### src/rtl/gate_alu_pkg.sv
// rtl/gate_alu_pkg.sv - op encoding shared by the gate ALU and its op decoder
package gate_alu_pkg;

  typedef enum logic [2:0] {
    OP_AND  = 3'b000,
    OP_OR   = 3'b001,
    OP_XOR  = 3'b010,
    OP_NAND = 3'b011,
    OP_NOR  = 3'b100,
    OP_XNOR = 3'b101,
    OP_NOTA = 3'b110,
    OP_PASB = 3'b111
  } op_e;

endpackage

### src/rtl/gate_op.sv
// rtl/gate_op.sv - combinational bitwise operator selected by a 3-bit op code
module gate_op
  import gate_alu_pkg::*;
#(
  parameter int WIDTH = 8
) (
  input  logic [2:0]       op,
  input  logic [WIDTH-1:0] a,
  input  logic [WIDTH-1:0] b,
  output logic [WIDTH-1:0] result
);

  always_comb begin
    result = '0;
    case (op_e'(op))
      OP_AND:  result = a & b;
      OP_OR:   result = a | b;
      OP_XOR:  result = a ^ b;
      OP_NAND: result = ~(a & b);
      OP_NOR:  result = ~(a | b);
      OP_XNOR: result = ~(a ^ b);
      OP_NOTA: result = ~a;
      OP_PASB: result = b;
      default: result = '0;
    endcase
  end

endmodule

### src/rtl/gate_alu.sv
// rtl/gate_alu.sv - two-stage bitwise ALU with valid/ready handshake and accumulator
module gate_alu
  import gate_alu_pkg::*;
#(
  parameter int WIDTH  = 8,
  parameter int ACC_EN = 1
) (
  input  logic             clk,
  input  logic             rst,
  input  logic             in_valid,
  output logic             in_ready,
  input  logic [2:0]       op,
  input  logic             acc_mode,
  input  logic             acc_clr,
  input  logic [WIDTH-1:0] a,
  input  logic [WIDTH-1:0] b,
  output logic             out_valid,
  input  logic             out_ready,
  output logic [WIDTH-1:0] y,
  output logic             zero,
  output logic             parity
);

  logic             v1_q, v1_d, v2_q, v2_d;
  logic [WIDTH-1:0] r1_q, r1_d, y_q, y_d, acc_q, acc_d;
  logic             zero_q, zero_d, parity_q, parity_d;
  logic             s1_rdy, s2_rdy, accept, use_acc;
  logic [WIDTH-1:0] a_eff, result_c;

  assign s2_rdy   = !v2_q || out_ready;
  assign s1_rdy   = !v1_q || s2_rdy;
  assign in_ready = s1_rdy;
  assign accept   = in_valid && s1_rdy;

  // A same-cycle clear makes the beat see a zero accumulator, so no bubble is needed.
  assign use_acc = (ACC_EN != 0) && acc_mode;
  assign a_eff   = use_acc ? (acc_clr ? '0 : acc_q) : a;

  gate_op #(.WIDTH(WIDTH)) u_gate_op (
    .op     (op),
    .a      (a_eff),
    .b      (b),
    .result (result_c)
  );

  always_comb begin
    v1_d     = v1_q;
    r1_d     = r1_q;
    v2_d     = v2_q;
    y_d      = y_q;
    zero_d   = zero_q;
    parity_d = parity_q;
    acc_d    = acc_q;
    if (s1_rdy) begin
      v1_d = accept;
      if (accept) r1_d = result_c;
    end
    if (s2_rdy) begin
      v2_d = v1_q;
      if (v1_q) begin
        y_d      = r1_q;
        zero_d   = ~|r1_q;
        parity_d = ^r1_q;
      end
    end
    if (ACC_EN != 0) begin
      if (accept && acc_mode) acc_d = result_c;
      else if (acc_clr)       acc_d = '0;
    end
  end

  always_ff @(posedge clk) begin
    if (rst) begin
      v1_q     <= 1'b0;
      r1_q     <= '0;
      v2_q     <= 1'b0;
      y_q      <= '0;
      zero_q   <= 1'b1;
      parity_q <= 1'b0;
      acc_q    <= '0;
    end else begin
      v1_q     <= v1_d;
      r1_q     <= r1_d;
      v2_q     <= v2_d;
      y_q      <= y_d;
      zero_q   <= zero_d;
      parity_q <= parity_d;
      acc_q    <= acc_d;
    end
  end

  assign out_valid = v2_q;
  assign y         = y_q;
  assign zero      = zero_q;
  assign parity    = parity_q;

endmodule

### config.mk
export PLATFORM = sky130hd
export DESIGN_NAME = gate_alu
export DESIGN_NICKNAME = d
export VERILOG_FILES = /design/src/rtl/gate_alu_pkg.sv /design/src/rtl/gate_op.sv /design/src/rtl/gate_alu.sv
export SDC_FILE = /design/constraint.sdc
export NUM_CORES = 1
export LEC_CHECK = 0
export CAP_MARGIN = 20
export CORE_ASPECT_RATIO = 1.2
export CORE_MARGIN = 5
export CORE_UTILIZATION = 50
export CTS_BUF_LIST = sky130_fd_sc_hd__clkbuf_2
export DETAILED_ROUTE_END_ITERATION = 8
export PLACE_DENSITY = 0.77
export SKIP_CTS_REPAIR_TIMING = 1
export SYNTH_ARGS = -nofsm -noshare
export SYNTH_HDL_FRONTEND = slang
export SYNTH_SLANG_ARGS = --single-unit
### constraint.sdc
create_clock -name clk -period 1.8 [get_ports clk]
set_input_delay 0.18 -clock clk [delete_from_list [all_inputs] [get_ports clk]]
set_output_delay 0.18 -clock clk [all_outputs]
set_load 0.1 [all_outputs]
==> impl_metrics.yaml <==
sta:
  post-route-period-util_pct: 105
  setup_viol: 8
  fmax_ghz: 0.529
  hold_viol: 0
  clock_skew_ns: 0.0169
  drv_slew: 0
  rsz0062_at_grt: "true"
  setup_tns_ns: -0.308
  worst_slew_pin_slew_ns: 0.379
  layout_setup_ws_ns: -0.0911
  max_slew_margin_pct: 74.7
  layout_min_cycle_time_ns: 1.89
worst_setup_path:
  cp-start-kind: "register"
  crit_slowest_cell: "o32a_1"
  worst_setup_path_end_kind: "register"
  path_cells: "and2b_1 > a21o_1 > inv_2 > ha_4 > nor2b_4 > a211oi_1 > o32a_1 > o22ai_1 > nor2_1"
  cp.required_ns: 2.07
  arrival_ns: 2.16
  r2r_end: "acc_q[6]"
  crit_type: "register to register"
  r2r_setup_slack_ns: -0.09
  worstPathMaxFanout: 2
  cp_slowest_stage_delay_ns: 0.41
  worstReg2RegStart: "acc_q[6]"
  rr_worst_depth: 9
route:
  drt-pass1-iter-count: 4
  wl_met3_um: 275
  met1_length_um: 2580
  ant_nets: 0
  avgViaCountPerCell: 5.38
  avgRoutedWirePerCell_um: 14.6
  wl_um: 5950
  met2_length_um: 3050
  dr.max_layer_used: "met4"
  via_count: 2197
  drt_iter0_markers: 86
  drc: 0
clocking:
  cts_tree: "built"
  clk_latency_ns: 0.36
  cts_buffer_depth: 2
  cts-buffers-inserted: 3
  cts.htree.levels: 1
  clockRootBuffer: "clkbuf_2"
  cts_sinks: 28
  clk_pin_slew_ns: 0.27
outcome:
  status: "finished with violations"
  violations: "setup timing"
synthesis:
  ys_seq_area_share_pct: 26.1
  synth_flop_cell: "dfxtp_1"
  synthDistinctLibCells: 47
  syn_avg_cell_area_um2: 7.75
  ys_seq_elements: 28
  synth_nets: 322
  synth-edff-count: 0
  async_reset_ff_share_pct: 0
  synth-warning-count: 0
  synth.cell_area_um2: 2150
  synthCells: 277
pwr:
  ir_drop_uv: 299
  p_total_w: 0.00165
  power.density_nw_per_um2: 519
  p_leak_nw: 1.43
hold_path:
  worstHoldStart: "acc_mode"
  hold_path_class: "input pin to register"
  whs_path_depth: 4
  hold_end: "acc_q[4]"
place:
  dp_hpwl_um: 3920
  port_buffers: 36
  dp_cells: 398
  routabilityCongestion: 0.769
  dp_slack_ns: -0.653
  placed_cell_area_um2: 2840
cells_and_area:
  final_common_cell: "buf_4"
  fillers: 304
  multiInputGateArea_um2: 1600
  regArea_um2: 569
  diodes: 0
  stdcell_area_um2: 3170
  areaGrowthSynthToFinish_pct: 47.8
  instances_no_fill: 408
  fin_nets: 398
  drive_above_1_share_pct: 33.2
  layout_common_cells: "62 x buf_4, 39 x nor2_1, 25 x inv_1"
grt:
  grt_pass1_wl_um: 8310
  grt-ovfl-total: 0
  grt_max_degree: 35
  grt_pass1_vias: 1966
  grt_usage_pct: 17.0
  grt_antenna_before_repair: 0
run:
  maxCapViolations: 0
floorplan:
  core-area_um2: 4200
  die_x_um: 69.8
  ios: 37
  num_rows: 26
  die_h_um: 81.8
  die-area_um2: 5710
  start_util_pct: 51.2
-- how the worst max path moves through the flow --
stage               slack, ns  cells past startpoint       end       from
finish                  -0.09                      9  acc_q[6]   acc_q[6]
global route            -0.21                      9  acc_q[6]   acc_q[6]
CTS                     -0.24                     10   r1_q[3]    acc_clr
detailed placement      -0.65                     10  acc_q[3]    acc_clr
global placement        -0.57                     10  acc_q[5]    acc_clr
floorplan               -0.12                      5  acc_q[4]  out_valid
-- sequential cells by signal, summed over array words and instances, names as in the netlist --
| signal | cells |
|---|---|
| out_valid | 1 |
| acc_q | 8 |
| zero | 1 |
| r1_q | 8 |
| parity | 1 |
| y | 8 |
| v1_q | 1 |
-- worst max-delay path: cells and delay by family (launching register included) --
family | cells | cell delay (ns)
buf+inv | 1 | 0.06
simple gates | 3 | 0.34
fa+ha+maj | 1 | 0.26
flops | 1 | 0.37
compound gates | 4 | 0.78
-- stage by stage --
| step | hold WS, ns | util (%) |
|---|---|---|
| finish | 0.393 | 75.6 |
| floorplan | 0.309 | - |
| detailed placement | 0.456 | 67.6 |
| global placement | 0.446 | 67.6 |
| CTS | 0.409 | 68.0 |
| global route | 0.396 | 75.6 |
-- per-layer routing --
layer / vias up / track usage [%]
met3: 2 / 2.82
met4: 0 / 4.41
met2: 53 / 30.8
met5: - / 0
met1: 1035 / 20.9
li1: 1107 / -
-- layout make-up --
class                           count  share of cell area, %
Multi-Input combinational cell    199                   50.5
Timing Repair Buffer               90                   25.1
Sequential cell                    28                   17.9
Inverter                           31                   3.67
Tap cell                           56                   2.21
Clock buffer                        3                  0.473
Clock inverter                      1                  0.118
-- cell families after synthesis --
family,synth area share (%)
AND/OR/NAND/NOR,23.4
flip-flops,26.1
adder cells (fa/ha/maj),11.7
buffers and inverters,10.7
multiplexers,3.79
XOR/XNOR,1.22
AO/OA/AOI/OAI,23.1
-- synthesized netlist by cell type, types with 2 or more instances --
| library cell | instances | area [µm²] |
|---|---|---|
| nand2_1 | 22 | 82.6 |
| o211ai_1 | 2 | 15.0 |
| and2b_1 | 5 | 37.5 |
| a21o_1 | 4 | 30.0 |
| a311oi_1 | 2 | 17.5 |
| mux2i_1 | 2 | 20.0 |
| nor2_1 | 39 | 146 |
| o21ai_0 | 5 | 25.0 |
| o32a_1 | 4 | 40.0 |
| o221ai_1 | 2 | 17.5 |
| dfxtp_1 | 28 | 561 |
| clkbuf_1 | 5 | 18.8 |
| nand4_1 | 2 | 12.5 |
| buf_2 | 7 | 35.0 |
| o41ai_1 | 2 | 17.5 |
| buf_6 | 3 | 33.8 |
| a21oi_1 | 20 | 100 |
| a211oi_1 | 11 | 82.6 |
| nand3b_1 | 6 | 45.0 |
| o2111ai_1 | 4 | 35.0 |
| inv_1 | 31 | 116 |
| and2_1 | 2 | 12.5 |
| nand2b_1 | 4 | 25.0 |
| xnor2_1 | 3 | 26.3 |
| buf_4 | 3 | 22.5 |
| mux2i_2 | 2 | 27.5 |
| ha_1 | 20 | 250 |
| nor2b_1 | 10 | 62.6 |
| o22ai_1 | 9 | 56.3 |
-- power by group --
group	switching, W	internal (W)
registers	0.0000207	0.000661
clock network	0.000183	0.0000483
logic	0.000395	0.000340
(Power assumes the default switching activity.)
